===== src/rtl/rr_arbiter_pkg.sv =====
// rtl/rr_arbiter_pkg.sv - shared types and helpers for the round-robin arbiter
package rr_arbiter_pkg;

   typedef enum logic {
      IDLE  = 1'b0,
      GRANT = 1'b1
   } arb_state_t;

   localparam int MAX_REQ_N = 32;

   function automatic int idx_w(input int n);
      return (n > 1) ? $clog2(n) : 1;
   endfunction

   // Bits at or above ptr survive; callers cast down to their own width.
   function automatic logic [MAX_REQ_N-1:0] rot_mask(input int ptr);
      logic [MAX_REQ_N-1:0] m;
      m = {MAX_REQ_N{1'b1}} << ptr;
      return m;
   endfunction

endpackage


===== src/rtl/pe_lsb_onehot.sv =====
// rtl/pe_lsb_onehot.sv - lowest-set-bit priority encoder with one-hot, index and any outputs
module pe_lsb_onehot #(
   parameter int W  = 4,
   parameter int IW = 2
) (
   input  logic [W-1:0]  i_vec,
   output logic [W-1:0]  o_onehot,
   output logic [IW-1:0] o_idx,
   output logic          o_any
);

   logic [W-1:0] w_oh;

   // Two's-complement trick isolates the lowest set bit.
   assign w_oh     = i_vec & (~i_vec + W'(1));
   assign o_onehot = w_oh;
   assign o_any    = |i_vec;

   always_comb begin
      o_idx = '0;
      for (int i = 0; i < W; i++) begin
         if (w_oh[i]) o_idx = IW'(i);
      end
   end

endmodule


===== src/rtl/rr_arbiter.sv =====
// rtl/rr_arbiter.sv - round-robin arbiter with rotating-pointer mask and optional hold limit
module rr_arbiter
   import rr_arbiter_pkg::*;
#(
   parameter int REQ_N    = 4,
   parameter int MAX_HOLD = 4
) (
   input  logic                     clk_150mhz_i,
   input  logic                     srst_i,
   input  logic [REQ_N-1:0]         req_i,
   output logic [REQ_N-1:0]         gnt_o,
   output logic [$clog2(REQ_N)-1:0] gnt_idx_o,
   output logic                     gnt_val_o
);

   localparam int IW = idx_w(REQ_N);
   localparam int HW = (MAX_HOLD < 2) ? 1 : $clog2(MAX_HOLD + 1);

   arb_state_t      r_state, w_state_nxt;
   logic [REQ_N-1:0] r_gnt, w_gnt_nxt;
   logic [IW-1:0]    r_idx, w_idx_nxt;
   logic             r_val, w_val_nxt;
   logic [IW-1:0]    r_ptr, w_ptr_nxt;
   logic [HW-1:0]    r_hold, w_hold_nxt;

   logic [IW-1:0]    w_rel_ptr, w_sel_ptr;
   logic [REQ_N-1:0] w_mask, w_m_oh, w_u_oh, w_sel_oh;
   logic [IW-1:0]    w_m_idx, w_u_idx, w_sel_idx;
   logic             w_m_any, w_u_any, w_keep;

   // A release evaluates with the pointer just past the current holder.
   assign w_rel_ptr = (r_idx == IW'(REQ_N - 1)) ? '0 : r_idx + IW'(1);
   assign w_sel_ptr = (r_state == GRANT) ? w_rel_ptr : r_ptr;
   assign w_mask    = REQ_N'(rot_mask(int'(w_sel_ptr)));

   pe_lsb_onehot #(.W(REQ_N), .IW(IW)) u_pe_masked (
      .i_vec    (req_i & w_mask),
      .o_onehot (w_m_oh),
      .o_idx    (w_m_idx),
      .o_any    (w_m_any)
   );

   pe_lsb_onehot #(.W(REQ_N), .IW(IW)) u_pe_raw (
      .i_vec    (req_i),
      .o_onehot (w_u_oh),
      .o_idx    (w_u_idx),
      .o_any    (w_u_any)
   );

   assign w_sel_oh  = w_m_any ? w_m_oh  : w_u_oh;
   assign w_sel_idx = w_m_any ? w_m_idx : w_u_idx;
   assign w_keep    = req_i[r_idx] && ((MAX_HOLD == 0) || (r_hold < HW'(MAX_HOLD)));

   always_ff @(posedge clk_150mhz_i) begin
      if (srst_i) begin
         r_state <= IDLE;
         r_gnt   <= '0;
         r_idx   <= '0;
         r_val   <= 1'b0;
         r_ptr   <= '0;
         r_hold  <= '0;
      end else begin
         r_state <= w_state_nxt;
         r_gnt   <= w_gnt_nxt;
         r_idx   <= w_idx_nxt;
         r_val   <= w_val_nxt;
         r_ptr   <= w_ptr_nxt;
         r_hold  <= w_hold_nxt;
      end
   end

   always_comb begin
      w_state_nxt = r_state;
      w_gnt_nxt   = r_gnt;
      w_idx_nxt   = r_idx;
      w_val_nxt   = r_val;
      w_ptr_nxt   = r_ptr;
      w_hold_nxt  = r_hold;
      case (r_state)
         IDLE: begin
            if (w_u_any) begin
               w_state_nxt = GRANT;
               w_gnt_nxt   = w_sel_oh;
               w_idx_nxt   = w_sel_idx;
               w_val_nxt   = 1'b1;
               w_hold_nxt  = HW'(1);
            end
         end
         GRANT: begin
            if (w_keep) begin
               w_hold_nxt = (MAX_HOLD == 0) ? r_hold : r_hold + HW'(1);
            end else begin
               w_ptr_nxt = w_rel_ptr;
               if (w_u_any) begin
                  w_gnt_nxt  = w_sel_oh;
                  w_idx_nxt  = w_sel_idx;
                  w_hold_nxt = HW'(1);
               end else begin
                  w_state_nxt = IDLE;
                  w_gnt_nxt   = '0;
                  w_idx_nxt   = '0;
                  w_val_nxt   = 1'b0;
                  w_hold_nxt  = '0;
               end
            end
         end
         default: w_state_nxt = IDLE;
      endcase
   end

   assign gnt_o     = r_gnt;
   assign gnt_idx_o = r_idx;
   assign gnt_val_o = r_val;

endmodule


===== config.mk =====
export PLATFORM = sky130hd
export DESIGN_NAME = rr_arbiter
export DESIGN_NICKNAME = d
export VERILOG_FILES = /design/src/rtl/rr_arbiter_pkg.sv /design/src/rtl/pe_lsb_onehot.sv /design/src/rtl/rr_arbiter.sv
export SDC_FILE = /design/constraint.sdc
export NUM_CORES = 1
export LEC_CHECK = 0
export ABC_AREA = 1
export CAP_MARGIN = 20
export CORE_MARGIN = 2
export CORE_UTILIZATION = 30
export CTS_CLUSTER_SIZE = 25
export DETAILED_ROUTE_END_ITERATION = 7
export PLACE_DENSITY_LB_ADDON = 0.05
export SYNTH_ARGS = -nofsm -noshare
export SYNTH_HDL_FRONTEND = slang
export SYNTH_SLANG_ARGS = --single-unit

===== constraint.sdc =====
create_clock -name clk_150mhz_i -period 1.5 [get_ports clk_150mhz_i]
set_input_delay 0.3 -clock clk_150mhz_i [delete_from_list [all_inputs] [get_ports clk_150mhz_i]]
set_output_delay 0.3 -clock clk_150mhz_i [all_outputs]
set_load 0.05 [all_outputs]

==> results of run 1 <==
-- area by class of cell --
cell class,instances,area [µm²]
clock buffer,4,26.3
fill,243,1210
inverter,15,56.3
multi-input combinational,81,479
sequential,13,269
tap,30,37.5
timing repair buffer,31,333
-- routing by layer --
metal / GRT usage (%) / part of all wire, % / vias up
li1: - / - / 420
met1: 21.4 / 50 / 353
met2: 23.0 / 44 / 17
met3: 3.61 / 3.6 / 4
met4: 10.3 / 2.5 / 0
met5: 0 / 0 / -
-- cell families (layout without fill, tap and decap cells) --
group / Yosys count / in the layout / synth area share [%]
AO/OA/AOI/OAI: 19 / 19 / 15.4
AND/OR/NAND/NOR: 59 / 59 / 36.3
flip-flops: 13 / 13 / 35.1
adder cells (fa/ha/maj): 3 / 3 / 5.07
buffers and inverters: 16 / 50 / 8.11
-- state kept, by name, indices dropped and copies added, names as in the netlist --
signal / count
r_state: 1
gnt_o: 4
gnt_val_o: 1
r_ptr: 2
gnt_idx_o: 2
r_hold: 3
-- cells in the final DEF, fill, tap and decap left out, types with 6 or more instances in the layout --
cell / n
buf_12: 7
nand2_2: 8
inv_2: 7
nand3_1: 6
dfxtp_1: 10
a21oi_1: 9
inv_1: 8
buf_4: 19
nor2_1: 9
nand2_1: 26
-- cells in the mapped netlist, types with 2 or more instances --
cell and count:
nand2_1 33, inv_2 2, a21oi_1 11, dfxtp_1 13, nor2_2 3, nand3_1 7, nor2_1 9, nand2_2 3
ha_1 3, o21ai_0 5, inv_1 13
-- final timing paths --
path,startpoint,end,slack [ps],cells past startpoint
max,req_i[1],gnt_idx_o[0],50,11
min,r_ptr[0],r_ptr[0],470,2
max reg2reg,gnt_idx_o[1],gnt_idx_o[0],60,9
min reg2reg,r_ptr[0],r_ptr[0],470,2
-- through the flow --
step | power [µW] | std cells | instance area (µm²)
2_1_floorplan | 658 | 110 | 748
3_3_place_gp | 871 | 168 | 1100
3_5_place_dp | 870 | 168 | 1100
4_1_cts | 1120 | 173 | 1180
5_1_grt | 1200 | 174 | 1200
6_report | 1120 | 174 | 1200
-- report_power, final --
| group | internal [µW] | leakage, µW | switching, µW |
|---|---|---|---|
| registers | 382 | 0.000108 | 33.1 |
| clock network | 103 | 0.0000150 | 114 |
| logic | 224 | 0.000443 | 264 |
| total | 709 | 0.000566 | 412 |
-- timing repair --
action                                  4_1_cts  5_1_grt
endpoints found under the setup margin        3       10
pin swaps                                    10       10
setup buffers                                 1        1
resized for setup                            15        8
-- worst max-delay path, delay by kind of cell --
kind	cells	cell delay, ps
AO/OA/AOI/OAI	2	230
buffers and inverters	4	780
AND/OR/NAND/NOR	5	350
==> results.toml, run 1 <==
[run_status]
status = "finished clean"

[timing]
slew_headroom_pct = 85.7
tightest_slew_ps = 212
skew_ps = 0.717
fin_ws_ps = 45.1
fin_crit_sh_pct = 97.0
clock.fmax_mhz = 687
setup_viol = 0
finalHoldViolations = 0
fin_tns_setup_ps = 0
slew_violations = 0
rsz0062_at_grt = "yes"
post-route-min-period_ps = 1450
holdWs_ps = 475

[logic_synthesis]
syn_area_per_cell_um2 = 6.73
synthCells = 110
yosys_most_used_dff = "dfxtp_1"
synth_area_um2 = 741
synth_cell_types = 19
yosysTopAreaCellShare_pct = 35.1
synth_top_cell_by_area = "dfxtp_1"
ys_warn_count = 0
synthTopCellsByArea = "dfxtp_1, nand2_1, a21oi_1"
synth_edf_count = 0
async_flop_share_pct = 0
syn-num-nets = 119
postSynthRegisterBits = 13
ys_seq_area_share_pct = 35.1

[placement]
post-dp-hpwl_mm = 1.42
gp_routability_congestion = 0.762
pre_cts_ws_ps = -368
port_buffers = 12

[setup_path]
path_cells = "clkdlybuf4s50_1 -> inv_2 -> buf_4 -> nand2_1 -> nand3b_1 -> nand2_2 -> nand3_2 -> buf_4 -> a21oi_1 -> nor2_1 -> a21oi_2"
worstSetupEndpointType = "flip-flop"
criticalPathCategory = "input port to flip-flop"
cp_slowest_cell = "clkdlybuf4s50_1"
critPathMaxStageDelay_ps = 470
cp.arrival_ps = 1670
cp_max_fo = 2
cp.required_ps = 1710
start_kind = "input port"
crit_path_frequent_cell = "buf_4"

[floorplan]
design.core.area_um2 = 2410
rows = 18
ios = 13
start_util_pct = 30.7
fp.dieArea_um2 = 2880
die_w_um = 53.7
die_h_um = 53.7

[cts]
clock_path_buffers = 2
root_buffer = "clkbuf_4"
clock_sinks = 13
clkLatencyLatePin_ps = 270
cts_hold_buf = 0
cts_buffers = 3
htree_levels = 1
cts_tree = "done"
clk_pin_slew_ps = 80

[detailed_routing]
drtIter0Drc = 12
drtAntennaViolNets = 0
via_per_inst = 4.56
vias = 794
wl_per_cell_um = 10.6
drt_pass1_iterations = 4
drc = 0
wirelength_mm = 1.84

[global_route]
grtUsageTotal_pct = 16.0
grt_first_pass_wirelength_mm = 3.25
grt_max_degree = 9
antenna_found_initial = 0
grt_pass1_vias = 759
grt.overflow.total = 0

[final_layout]
syn_to_final_growth_pct = 62.2
final_nets = 154
fin_util_pct = 49.8
n_antenna_cell = 0
drive_above_1_share_pct = 42.4

[job]
maxCapViolations = 0

[hold_path]
worstHoldPathType = "flip-flop to flip-flop"

[pwr]
p_leak_uw = 0.000566
p_per_area_nw_per_um2 = 933
max-vdd-ir-drop_uv = 625
(Power assumes the default switching activity.)
==> run 2: changes to the inputs <==
--- a/config.mk
+++ b/config.mk
@@ -7,11 +7,12 @@
 export LEC_CHECK = 0
 export ABC_AREA = 1
 export CAP_MARGIN = 20
-export CORE_MARGIN = 2
 export CORE_UTILIZATION = 30
 export CTS_CLUSTER_SIZE = 25
 export DETAILED_ROUTE_END_ITERATION = 7
+export HOLD_SLACK_MARGIN = 0.12
 export PLACE_DENSITY_LB_ADDON = 0.05
+export SKIP_LAST_GASP = 1
 export SYNTH_ARGS = -nofsm -noshare
 export SYNTH_HDL_FRONTEND = slang
 export SYNTH_SLANG_ARGS = --single-unit
==> run 2 against run 1 <==
  * Via count is 3.0% higher
  * Critical path type is now flip-flop to flip-flop
  * First-iteration DRC count down 8.3%
  * Sequential cell count unchanged
  * Highest routed layer unchanged
==> results.toml, run 2 (synthesized netlist as in run 1, its figures left out) <==
[final_layout]
syn_to_final_growth_pct = 73.0
finalInstanceArea_um2 = 1280
mostFrequentLayoutCell = "nand2_1"
final_nets = 156
final_cell_mix = "nand2_1, buf_4, dfxtp_1, nor2_1"
n_antenna_cell = 0
largest_reg_flops = 4
drive_above_1_share_pct = 47.9

[timing]
finalHoldViolations = 0
setup_viol = 0
fin_tns_setup_ps = 0
tightest_slew_ps = 224
slew_violations = 0
rsz0062_at_grt = "yes"
slew_headroom_pct = 84.9
clock.fmax_mhz = 674
skew_ps = 1.59
post-route-min-period_ps = 1480
fin_crit_sh_pct = 98.9
holdWs_ps = 467

[cts]
clkLatencyLatePin_ps = 280
clk_pin_slew_ps = 80
root_buffer = "clkbuf_4"
htree_levels = 1
clock_path_buffers = 2
cts_buffers = 3
clock_sinks = 13
cts_tree = "done"

[global_route]
grt.overflow.total = 0
grtUsageTotal_pct = 16.3
antenna_found_initial = 0
grt_first_pass_wirelength_mm = 3.17
grt_pass1_vias = 752
grt_max_degree = 9

[setup_path]
criticalPathCategory = "flip-flop to flip-flop"
cp.required_ps = 1720
critPathLaunch = "gnt_idx_o[1]"
worstSetupEndpointType = "flip-flop"
start_kind = "flip-flop"
ff2ff_setup_slack_ps = 20
cp.arrival_ps = 1700
cp_max_fo = 4
r2r-start = "gnt_idx_o[1]"

[floorplan]
die_w_um = 51.7
ios = 13
die_h_um = 51.7
fp.dieArea_um2 = 2670
rows = 17
design.core.area_um2 = 2280
start_util_pct = 32.5

[job]
maxCapViolations = 0

[detailed_routing]
drtAntennaViolNets = 0
drt_pass1_iterations = 4
vias = 818
wirelength_mm = 2.05
drc = 0
drtIter0Drc = 11
wl_per_cell_um = 11.8
via_per_inst = 4.70

[placement]
post-dp-hpwl_mm = 1.43
place_area_um2 = 1100
gp_routability_congestion = 0.826
port_buffers = 12

[hold_path]
holdCritStartpoint = "r_ptr[0]"
worstHoldPathType = "flip-flop to flip-flop"

[pwr]
pwr-share-clk_pct = 18.5
max-vdd-ir-drop_uv = 618
p_seq_share_pct = 35.0
p_leak_uw = 0.000591
p_per_area_nw_per_um2 = 926
comb_power_share_pct = 46.5
switchingPower_uw = 450
swShare_pct = 37.9
intPower_uw = 736

[run_status]
status = "finished clean"
run 2: repair_timing:
| item | in CTS | in global routing |
|---|---|---|
| gates resized for setup | 9 | 28 |
| setup endpoints to repair | 4 | 11 |
| cloned | 0 | 0 |
| setup buffers | 3 | 1 |
| hold buffers | 0 | 0 |
| pin swaps | 8 | 20 |
run 2: path summary, 6_finish.rpt:
path	to	cells past startpoint
worst min register to register	r_ptr[0]	2
worst max register to register	gnt_o[2]	9
worst max-delay path	gnt_o[2]	9
worst min-delay path	r_ptr[0]	2
run 2: per-stage QoR:
stage          worst slack (ps)  util (%)  std cells  power [µW]
2_1_floorplan              17.5         -        110         658
3_3_place_gp               -279      48.2        166         876
3_5_place_dp               -336      48.2        166         877
4_1_cts                   -8.54      51.7        173        1120
5_1_grt                   -74.5      56.3        174        1260
6_report                   16.3      56.3        174        1190
run 2: cell type report:
cell class	count	area (µm²)
well taps	28	35.0
inverters	15	58.8
repair buffers	33	354
flip-flops and latches	13	272
multi-input cells	81	536
clock buffers	4	26.3
fillers	200	995
run 2: worst max-delay path, cell delays in order, from the launching register on:
cell and delay [ps]:
dfxtp_4 360, ha_4 270, nand2_4 50, nand2_4 100
nand2_4 70, a21oi_4 180, nand3_1 100, nand2_1 100
nand2_2 60, a21oi_2 130
run 2: power groups by stage:
stage | Combinational [µW] | Sequential (µW) | Clock, µW
after floorplan | 176 | 482 | 0
after global placement | 460 | 416 | 0
after detailed placement | 459 | 417 | 0
after CTS | 483 | 413 | 229
after global routing | 594 | 420 | 245
final | 551 | 415 | 220
run 2: per-layer routing:
layer | track usage (%) | share of wire, % | up-vias
met5 | 0 | 0 | -
met2 | 24.2 | 48 | 14
met1 | 22.0 | 47 | 374
li1 | - | - | 425
met4 | 9.91 | 2.1 | 0
met3 | 2.34 | 3.3 | 5
==> run 3: changes to the inputs <==
--- a/config.mk
+++ b/config.mk
@@ -13,6 +13,7 @@
 export HOLD_SLACK_MARGIN = 0.12
 export PLACE_DENSITY_LB_ADDON = 0.05
 export SKIP_LAST_GASP = 1
+export SLEW_MARGIN = 20
 export SYNTH_ARGS = -nofsm -noshare
 export SYNTH_HDL_FRONTEND = slang
 export SYNTH_SLANG_ARGS = --single-unit
==> results of run 3 <==
Final layout, timing and power as in run 2 (identical DEF).
